$ cat src/rtl/fetch_pkg.sv
// -----------------------------------------------------------------------------
// fetch_pkg
// Shared widths and the instruction-buffer entry type used by the fetch queue
// and its storage FIFO.
//   ADDR_W        : word-address width of the instruction memory (5)
//   INSTR_W       : instruction word width (32)
//   fetch_entry_t : {instr, pc} pair held in each buffer entry
// -----------------------------------------------------------------------------
package fetch_pkg;

    localparam int ADDR_W  = 5;
    localparam int INSTR_W = 32;

    typedef struct packed {
        logic [INSTR_W-1:0] instr;
        logic [ADDR_W-1:0]  pc;
    } fetch_entry_t;

endpackage : fetch_pkg

$ cat src/rtl/fetch_fifo.sv
// -----------------------------------------------------------------------------
// fetch_fifo
// Circular instruction buffer with read/write pointers and an occupancy count.
// The head entry is presented combinationally from the storage array.
//   clock        : clock, all state on rising edge
//   reset_n      : asynchronous active-low reset
//   clear_i      : flush all entries (wins over push/pop)
//   push_i       : write push_entry_i at the tail
//   push_entry_i : entry to write
//   pop_i        : drop the head entry (ignored while empty)
//   head_o       : current head entry
//   count_o      : number of valid entries (0..DEPTH)
// -----------------------------------------------------------------------------
module fetch_fifo
    import fetch_pkg::*;
#(
    parameter int DEPTH = 4
) (
    input  logic                       clock,
    input  logic                       reset_n,
    input  logic                       clear_i,
    input  logic                       push_i,
    input  fetch_entry_t               push_entry_i,
    input  logic                       pop_i,
    output fetch_entry_t               head_o,
    output logic [$clog2(DEPTH):0]     count_o
);

    localparam int PTR_W = $clog2(DEPTH);
    localparam int CNT_W = PTR_W + 1;

    fetch_entry_t     mem_q [DEPTH];
    logic [PTR_W-1:0] wr_ptr_q, rd_ptr_q;
    logic [CNT_W-1:0] count_q, count_d;
    logic             push_eff, pop_eff;
    logic [DEPTH-1:0] wr_en;

    // The caller never pushes into a full buffer, so only underflow needs guarding.
    assign push_eff = push_i && !clear_i;
    assign pop_eff  = pop_i && !clear_i && (count_q != '0);

    generate
        for (genvar gi = 0; gi < DEPTH; gi++) begin : g_wr_dec
            assign wr_en[gi] = push_eff && (wr_ptr_q == PTR_W'(gi));
        end
    endgenerate

    // Entries are reset so the head reads as all-zero while in reset.
    always_ff @(posedge clock or negedge reset_n) begin
        if (!reset_n) begin
            for (int i = 0; i < DEPTH; i++) mem_q[i] <= '0;
        end else begin
            for (int i = 0; i < DEPTH; i++) begin
                if (wr_en[i]) mem_q[i] <= push_entry_i;
            end
        end
    end

    always_comb begin
        count_d = count_q;
        if (push_eff && !pop_eff) count_d = count_q + CNT_W'(1);
        if (!push_eff && pop_eff) count_d = count_q - CNT_W'(1);
    end

    // DEPTH is a power of two, so the pointers wrap naturally.
    always_ff @(posedge clock or negedge reset_n) begin
        if (!reset_n) begin
            wr_ptr_q <= '0;
            rd_ptr_q <= '0;
            count_q  <= '0;
        end else if (clear_i) begin
            wr_ptr_q <= '0;
            rd_ptr_q <= '0;
            count_q  <= '0;
        end else begin
            if (push_eff) wr_ptr_q <= wr_ptr_q + PTR_W'(1);
            if (pop_eff)  rd_ptr_q <= rd_ptr_q + PTR_W'(1);
            count_q <= count_d;
        end
    end

    assign head_o  = mem_q[rd_ptr_q];
    assign count_o = count_q;

endmodule : fetch_fifo

$ cat src/rtl/fetch_queue.sv
// -----------------------------------------------------------------------------
// fetch_queue
// Instruction prefetch queue: issues sequential word reads to a memory with
// one-cycle read latency, buffers returned words with their addresses, and
// hands them to decode with a valid/ready handshake. A redirect flushes the
// buffer, drops any in-flight response and restarts fetch at a new address.
//   clock, reset_n        : clock / asynchronous active-low reset
//   imem_rd, imem_addr    : read request and word address (= fetch pointer)
//   imem_data             : read data, valid one cycle after imem_rd
//   redirect, redirect_addr : flush and restart fetch at redirect_addr
//   out_valid, out_ready  : head-entry handshake to decode
//   out_instr, out_pc     : head instruction and its word address
//   stall_cycles          : (only with FETCH_STALL_CNT_EN defined) saturating
//                           count of cycles where fetch was blocked
// -----------------------------------------------------------------------------
module fetch_queue
    import fetch_pkg::*;
#(
    parameter int                DEPTH    = 4,
    parameter logic [ADDR_W-1:0] RESET_PC = 5'd0
) (
    input  logic               clock,
    input  logic               reset_n,
    output logic               imem_rd,
    output logic [ADDR_W-1:0]  imem_addr,
    input  logic [INSTR_W-1:0] imem_data,
    input  logic               redirect,
    input  logic [ADDR_W-1:0]  redirect_addr,
    output logic               out_valid,
    input  logic               out_ready,
    output logic [INSTR_W-1:0] out_instr,
    output logic [ADDR_W-1:0]  out_pc
`ifdef FETCH_STALL_CNT_EN
    ,
    output logic [15:0]        stall_cycles
`endif
);

    localparam int CNT_W = $clog2(DEPTH) + 1;

    logic [ADDR_W-1:0] pc_q, pc_d;
    logic [ADDR_W-1:0] req_pc_q;
    logic              inflight_q;
    logic [CNT_W-1:0]  count;
    logic [CNT_W:0]    occupancy;
    logic              push, pop;
    fetch_entry_t      push_entry, head;

    // Occupancy counts the outstanding request so a full buffer can never be
    // overrun; a same-cycle pop is deliberately not credited.
    assign occupancy = {1'b0, count} + {{CNT_W{1'b0}}, inflight_q};
    assign imem_rd   = reset_n && !redirect && (occupancy < (CNT_W+1)'(DEPTH));
    assign imem_addr = pc_q;

    always_comb begin
        pc_d = pc_q;
        if (redirect)     pc_d = redirect_addr;
        else if (imem_rd) pc_d = pc_q + ADDR_W'(1);
    end

    // A redirect never issues, so inflight drops to 0 and the response that
    // would have arrived next cycle is ignored.
    always_ff @(posedge clock or negedge reset_n) begin
        if (!reset_n) begin
            pc_q       <= RESET_PC;
            req_pc_q   <= '0;
            inflight_q <= 1'b0;
        end else begin
            pc_q       <= pc_d;
            inflight_q <= imem_rd;
            if (imem_rd) req_pc_q <= pc_q;
        end
    end

    assign push             = inflight_q && !redirect;
    assign pop              = out_valid && out_ready;
    assign push_entry.instr = imem_data;
    assign push_entry.pc    = req_pc_q;

    fetch_fifo #(.DEPTH(DEPTH)) u_fifo (
        .clock        (clock),
        .reset_n      (reset_n),
        .clear_i      (redirect),
        .push_i       (push),
        .push_entry_i (push_entry),
        .pop_i        (pop),
        .head_o       (head),
        .count_o      (count)
    );

    assign out_valid = (count != '0);
    assign out_instr = head.instr;
    assign out_pc    = head.pc;

`ifdef FETCH_STALL_CNT_EN
    logic [15:0] stall_cnt_q;

    always_ff @(posedge clock or negedge reset_n) begin
        if (!reset_n) begin
            stall_cnt_q <= '0;
        end else if (!redirect && !imem_rd && (stall_cnt_q != 16'hFFFF)) begin
            stall_cnt_q <= stall_cnt_q + 16'd1;
        end
    end

    assign stall_cycles = stall_cnt_q;
`else
    // Stall counter not built in this configuration.
`endif

endmodule : fetch_queue
$ cat config.mk
export PLATFORM = sky130hd
export DESIGN_NAME = fetch_queue
export DESIGN_NICKNAME = d
export VERILOG_FILES = /design/src/rtl/fetch_pkg.sv /design/src/rtl/fetch_fifo.sv /design/src/rtl/fetch_queue.sv
export SDC_FILE = /design/constraint.sdc
export NUM_CORES = 1
export LEC_CHECK = 0
export ABC_AREA = 1
export CORE_MARGIN = 2
export CORE_UTILIZATION = 47
export CTS_BUF_LIST = sky130_fd_sc_hd__clkbuf_4 sky130_fd_sc_hd__clkbuf_8
export DETAILED_ROUTE_END_ITERATION = 12
export GPL_ROUTABILITY_DRIVEN = 0
export GPL_TIMING_DRIVEN = 0
export PLACE_DENSITY = 0.69
export SYNTH_ARGS = -nofsm -noshare
export SYNTH_HDL_FRONTEND = slang
export SYNTH_SLANG_ARGS = --single-unit
$ cat constraint.sdc
create_clock -name clock -period 2.85 [get_ports clock]
set_input_delay 0.4275 -clock clock [delete_from_list [all_inputs] [get_ports clock]]
set_output_delay 0.4275 -clock clock [all_outputs]
set_load 0.01 [all_outputs]
Word-level counts from Yosys, hierarchy flattened --
Index checks and enable logic that the tools add are counted.
Word-level totals: register bits 166, output and inout bits 44, logic and storage cells 60, input bits 41
Operators by class: reduce and logical (&&, ||, !) cells 22, $add $sub $neg 6, equality and inequality tests 3, mux-type cells 12, order comparisons 2, bitwise operators 1
Operator list (number):
- 37-bit binary-select mux with 2-bit select | 1
- 37-bit two-way mux | 2
- 1-bit logical AND | 13
- 5-bit two-way mux | 2
- 3-bit two-way mux | 3
- 2-bit two-way mux | 4
- 2-bit nonzero test | 3
- 3-bit nonzero test | 2
- 5-bit by 1-bit adder with 5-bit output, second input constant | 1
- 2-bit by 1-bit adder with 2-bit output, second input constant | 2
- 3-bit by 1-bit adder with 4-bit output | 1
- 2-bit equality test, second input constant | 2
- 4-bit by 3-bit < comparator with 1-bit output, second input constant | 1
- 3-bit by 1-bit adder with 3-bit output, second input constant | 1
- 3-bit >= comparator, second input constant | 1
- 1-bit zero test | 3
- 2-bit inverter with 3-bit output | 1
- 3-bit by 1-bit subtractor with 3-bit output, second input constant | 1
- 2-bit by 1-bit equality test with 1-bit output, second input constant | 1
- 2-bit zero test | 1

Depth between registers and ports, before layout --
depth after elaboration 9, gate-level depth with buffers 11, depth with buffers taken out 11

Cells and area by module --
Synthesis repeated with hierarchy kept, for this count alone.
Second synthesis, totals: cells, all modules 856, area total of the unflattened synthesis 7663.6 um^2
Modules (own cells, without submodules):
- fetch_fifo | seq. area each 3878.7 um^2, area an instance 7036.7 um^2, instances 1, cells an instance 782
- fetch_queue | seq. area each 275.3 um^2, area an instance 626.9 um^2, instances 1, cells an instance 74

Worst setup path before layout --
Ideal clock, no wire load.
kind reg-to-reg, start point register u_fifo.count_q[1], in the netlist u_fifo.count_o[1], end point register u_fifo.count_q[2], in the netlist u_fifo.count_o[2], cell stages (with the launch flop) 12, buffers on the path 0, data arrival time 1637 ps, path slack 1096 ps, clock period less this slack 1754 ps, data required time 2733 ps, cell sequence dfrtp_1 nor2_1 nand2_1 nand3_1 inv_1 fa_1 xnor2_1 inv_1 nand2_1 nand2_1 nand2_1 nand2_1
On the way: word-level cells in the longest chain between the ends 7, elaborated cells on any way between the ends 13, classes of those cells add/sub: 2; mux: 3; reduce/logical: 8
RTL lines:
- start: declaration | line fetch_fifo.sv:34 | logic [CNT_W-1:0] count_q, count_d;
- start signal: assignment | line fetch_fifo.sv:78 | count_q <= count_d;
- 3-bit nonzero test (*) | line fetch_queue.sv:91 | assign out_valid = (count != '0);
- named net out_valid | line fetch_queue.sv:29 | output logic out_valid,
- 1-bit logical AND | line fetch_queue.sv:76 | assign pop = out_valid && out_ready;
- 1-bit logical AND | line fetch_fifo.sv:40 | assign pop_eff = pop_i && !clear_i && (count_q != '0);
- 1-bit logical AND (*) | line fetch_fifo.sv:40
- 1-bit logical AND or 1-bit zero test (tied branches) | line fetch_fifo.sv:62, fetch_fifo.sv:61
- 3-bit two-way mux or 1-bit logical AND (tied branches) | line fetch_fifo.sv:62, fetch_fifo.sv:61
- 3-bit two-way mux or 3-bit nonzero test (tied branches)
Mark *: on every way through the listed nets, which the timed path passes. The rest lies on a longest branch. The select of a mux whose other input is x is not followed. A chain may end at the register's enable or synchronous reset.

Final worst setup path --
start point register u_fifo.rd_ptr_q[0], end point output port out_instr[14]
On the way: word-level cells in the longest chain between the ends 4
RTL lines:
- start: declaration | line fetch_fifo.sv:33 | logic [PTR_W-1:0] wr_ptr_q, rd_ptr_q;
- start signal: assignment | line fetch_fifo.sv:77 | if (pop_eff) rd_ptr_q <= rd_ptr_q + PTR_W'(1);
- 2-bit inverter with 3-bit output (implied by the code) | line fetch_fifo.sv:82 | assign head_o = mem_q[rd_ptr_q];
- 37-bit binary-select mux with 2-bit select | line fetch_fifo.sv:82
- 37-bit two-way mux (implied by the code) (2 in a row) | line fetch_fifo.sv:82
- end: declaration | line fetch_queue.sv:31 | output logic [INSTR_W-1:0] out_instr,
No other way between the ends. The select of a mux whose other input is x is not followed.

==> results.md <==
- Status: finished, violations left
- Failing checks: negative hold slack
- FF+latch area: 4154 um^2
- H-tree Lvls: 4
- Proportion of layout cells with a drive suffix above 1: 9.110%
- Die Ht: 128.0 um
- Worst hold slack: -0.008463 ns
- Cells after Synth: 839
- Total track usage: 24.21%
- Sink Count: 166
- Total congestion overflow: 0
- Initial Util: 47.91%
- Most common cell after layout, fill and taps aside: nand2_1
- Worst-path cell chain: buf_2 > clkbuf_1 > o21ai_0 > o22ai_1 > clkdlybuf4s50_1
- DP Cell Count: 1112
- Max_cap viols: 0
- Initial antenna violation count: 0
- Yosys cell types: 21
- R2r setup slk: 1.00 ns
- Number of placement rows: 45
- Crit path kind: reg2out
- Top-level I/O count: 85
- Worst EP required: 2.42 ns
- First drt pass iteration count: 5
- Post-layout nets: 992
- Syn_nets: 886
- PortBufs: 84
- Layout area overhead: 21.86%
- Fin. Hold Viols: 6
- Max Clock Skew: 0.006312 ns
- Multi-input logic area: 2616 um^2
- Via/cell ratio: 5.383
- Worst IR drop on VDD: 0.0003467 V
- Number of DRC markers in iteration 0: 618
- Commonest cells after routing, fill and taps aside: nand2_1, dfrtp_1, o21ai_1
- Reg2reg end: u_fifo.count_o[2]
- CP Capture Type: output port
- Non-filler instance count after layout: 1143
- DRT Wirelength: 18900 um
- CORE AREA: 15090 um^2
- Fill cells: 1391
- Latest clock arrival within the worst-skew pair: 0.46 ns
- CTS tree: done
- Sequential share of the synthesized area: 57.46%
- Startpoint Class: flop
- Total power draw: 5.938 mW
- F_max: 0.3510 GHz
- Vias: 6153
- Final setup vio count: 0
- Root Driver: clkbuf_8
- Arr. time, crit path: 2.42 ns
- Peak per-stage delay on the critical path: 0.58 ns
- Final Max Tran Viols: 0
- RSZ-0062 raised after global routing: true
- Leakage: 4.252 nW
- Die area: 16390 um^2
- Slew margin rel.: 59.17%
- Final core occ: 58.38%
- Antenna Cells: 0
- Minimum clock period: 2.849 ns
- Synth warn: 0
- Largest net degree at the start of global routing: 118
- HPWL after detailed placement: 12200 um
- Synthesized cell area: 7229 um^2
- Hold crit path type: in2async
- TritonCTS Buffers: 17
- Period Utilization, post-route: 99.96%
- Critical path's slowest cell: clkdlybuf4s50_1
- Reg2reg start: u_fifo.count_o[1]
- First-pass GRT wire length: 30500 um
- Worst r2r path cells: 11
- Critical path peak fanout: 10
- Die X: 128.0 um
- Vias in the first global route: 5899
- Wirelength per Cell: 16.53 um
- Longest Clk Path Bufs: 2
- Syn_area_per_cell: 8.617 um^2
- Post-route antenna net violation count: 0
- Clock transition at path regs: 0.08 ns
- DRC: 0
- PwrDens: 674.1 nW/um^2
- Worst slew pin tran: 0.6124 ns
- Seq cells post-synth: 166
## logic make-up (layout without fill, tap and decap cells)
family,after synthesis,count (layout),synth area share [%]
DFF,166,166,57.46
xor gates and xnor gates,4,4,0.4847
AOI/OAI and AO/OA,275,275,19.83
adders and majority gates,6,6,1.142
and+or+nand+nor,276,276,14.56
buffers and inverters,112,228,6.525
## per-layer routing
| layer | vias up | global-route usage, % | share of wire, % |
|---|---|---|---|
| met5 | - | 0 | 0 |
| met4 | 0 | 6.917 | 1.3 |
| met3 | 22 | 5.384 | 5.2 |
| met2 | 189 | 39.86 | 47 |
| met1 | 2968 | 32.50 | 46 |
| li1 | 2974 | - | - |
## worst max-delay path, delay by kind of cell, from the launching register on
family	cells	cell delay [ns]
AO/OA/AOI/OAI	2	0.47
buffers and inverters	3	1.17
flip-flops	1	0.32
## worst max-delay path by stage
stage | cells past startpoint | slack [ns] | to | from
after floorplan | 11 | 1.10 | u_fifo.count_o[2] | u_fifo.count_o[1]
after global placement | 4 | -5.56 | imem_rd | reset_n
after detailed placement | 5 | 0.11 | imem_rd | reset_n
after CTS | 7 | -0.002 | out_instr[31] | u_fifo.rd_ptr_q[0]
after global routing | 5 | -0.08 | out_instr[31] | u_fifo.rd_ptr_q[0]
final | 5 | 0.001 | out_instr[14] | u_fifo.rd_ptr_q[0]
## state kept, by name, indices dropped and copies added, names as in the netlist
name and cells:
u_fifo.mem_q 148, imem_addr 5, req_pc_q 5, u_fifo.count_o 3, u_fifo.rd_ptr_q 2, u_fifo.wr_ptr_q 2
inflight_q 1
## synthesized netlist by cell type (all sizes together)
library cell	n	area, um^2
o22ai	37	231.5
a31oi	1	6.260
nand2	189	709.4
fa	1	20.02
xnor2	1	8.760
nor2	80	307.8
a21oi	1	5.000
o21ai	232	1161
xor2	3	26.28
o211ai	4	30.03
buf	41	203.9
nand3	7	35.03
ha	5	62.56
inv	53	198.9
clkbuf	18	68.81
dfrtp	166	4154
## through the flow
step / TNS (ns) / hold WS (ns) / cell area (um^2) / worst slack, ns
detailed placement: 0 / 0.3578 / 8338 / 0.1105
global route: -0.2479 / 0.03488 / 8810 / -0.07648
global placement: -968.16 / 0.4603 / 8305 / -5.562
finish: 0 / -0.008463 / 8810 / 0.001070
CTS: -0.001855 / 0.02675 / 8773 / -0.001855
floorplan: 0 / 0.1319 / 7229 / 1.096
## power by group
part           total [mW]  switching (mW)  leakage, nW  internal, mW
Combinational        1.39           0.720         1.86         0.673
Clock                1.61           0.797        0.198         0.818
Sequential           2.93           0.199         2.19          2.73
## layout make-up
class / count / area share, %
clock buffer: 25 / 3.693
clock inverter: 4 / 0.5113
buffer: 59 / 3.536
multi-input combinational: 561 / 29.70
tap: 188 / 2.670
inverter: 53 / 2.258
sequential: 166 / 47.15
timing repair buffer: 87 / 10.48
## what timing repair did
action	4_1_cts	5_1_grt
resized for setup	12	21
buffers inserted	0	0
hold buffers	2	0
endpoints found under the setup margin	29	33
hold endpoints to repair	50	0
pin swaps	0	1
Power figures use the tool's default switching activity.
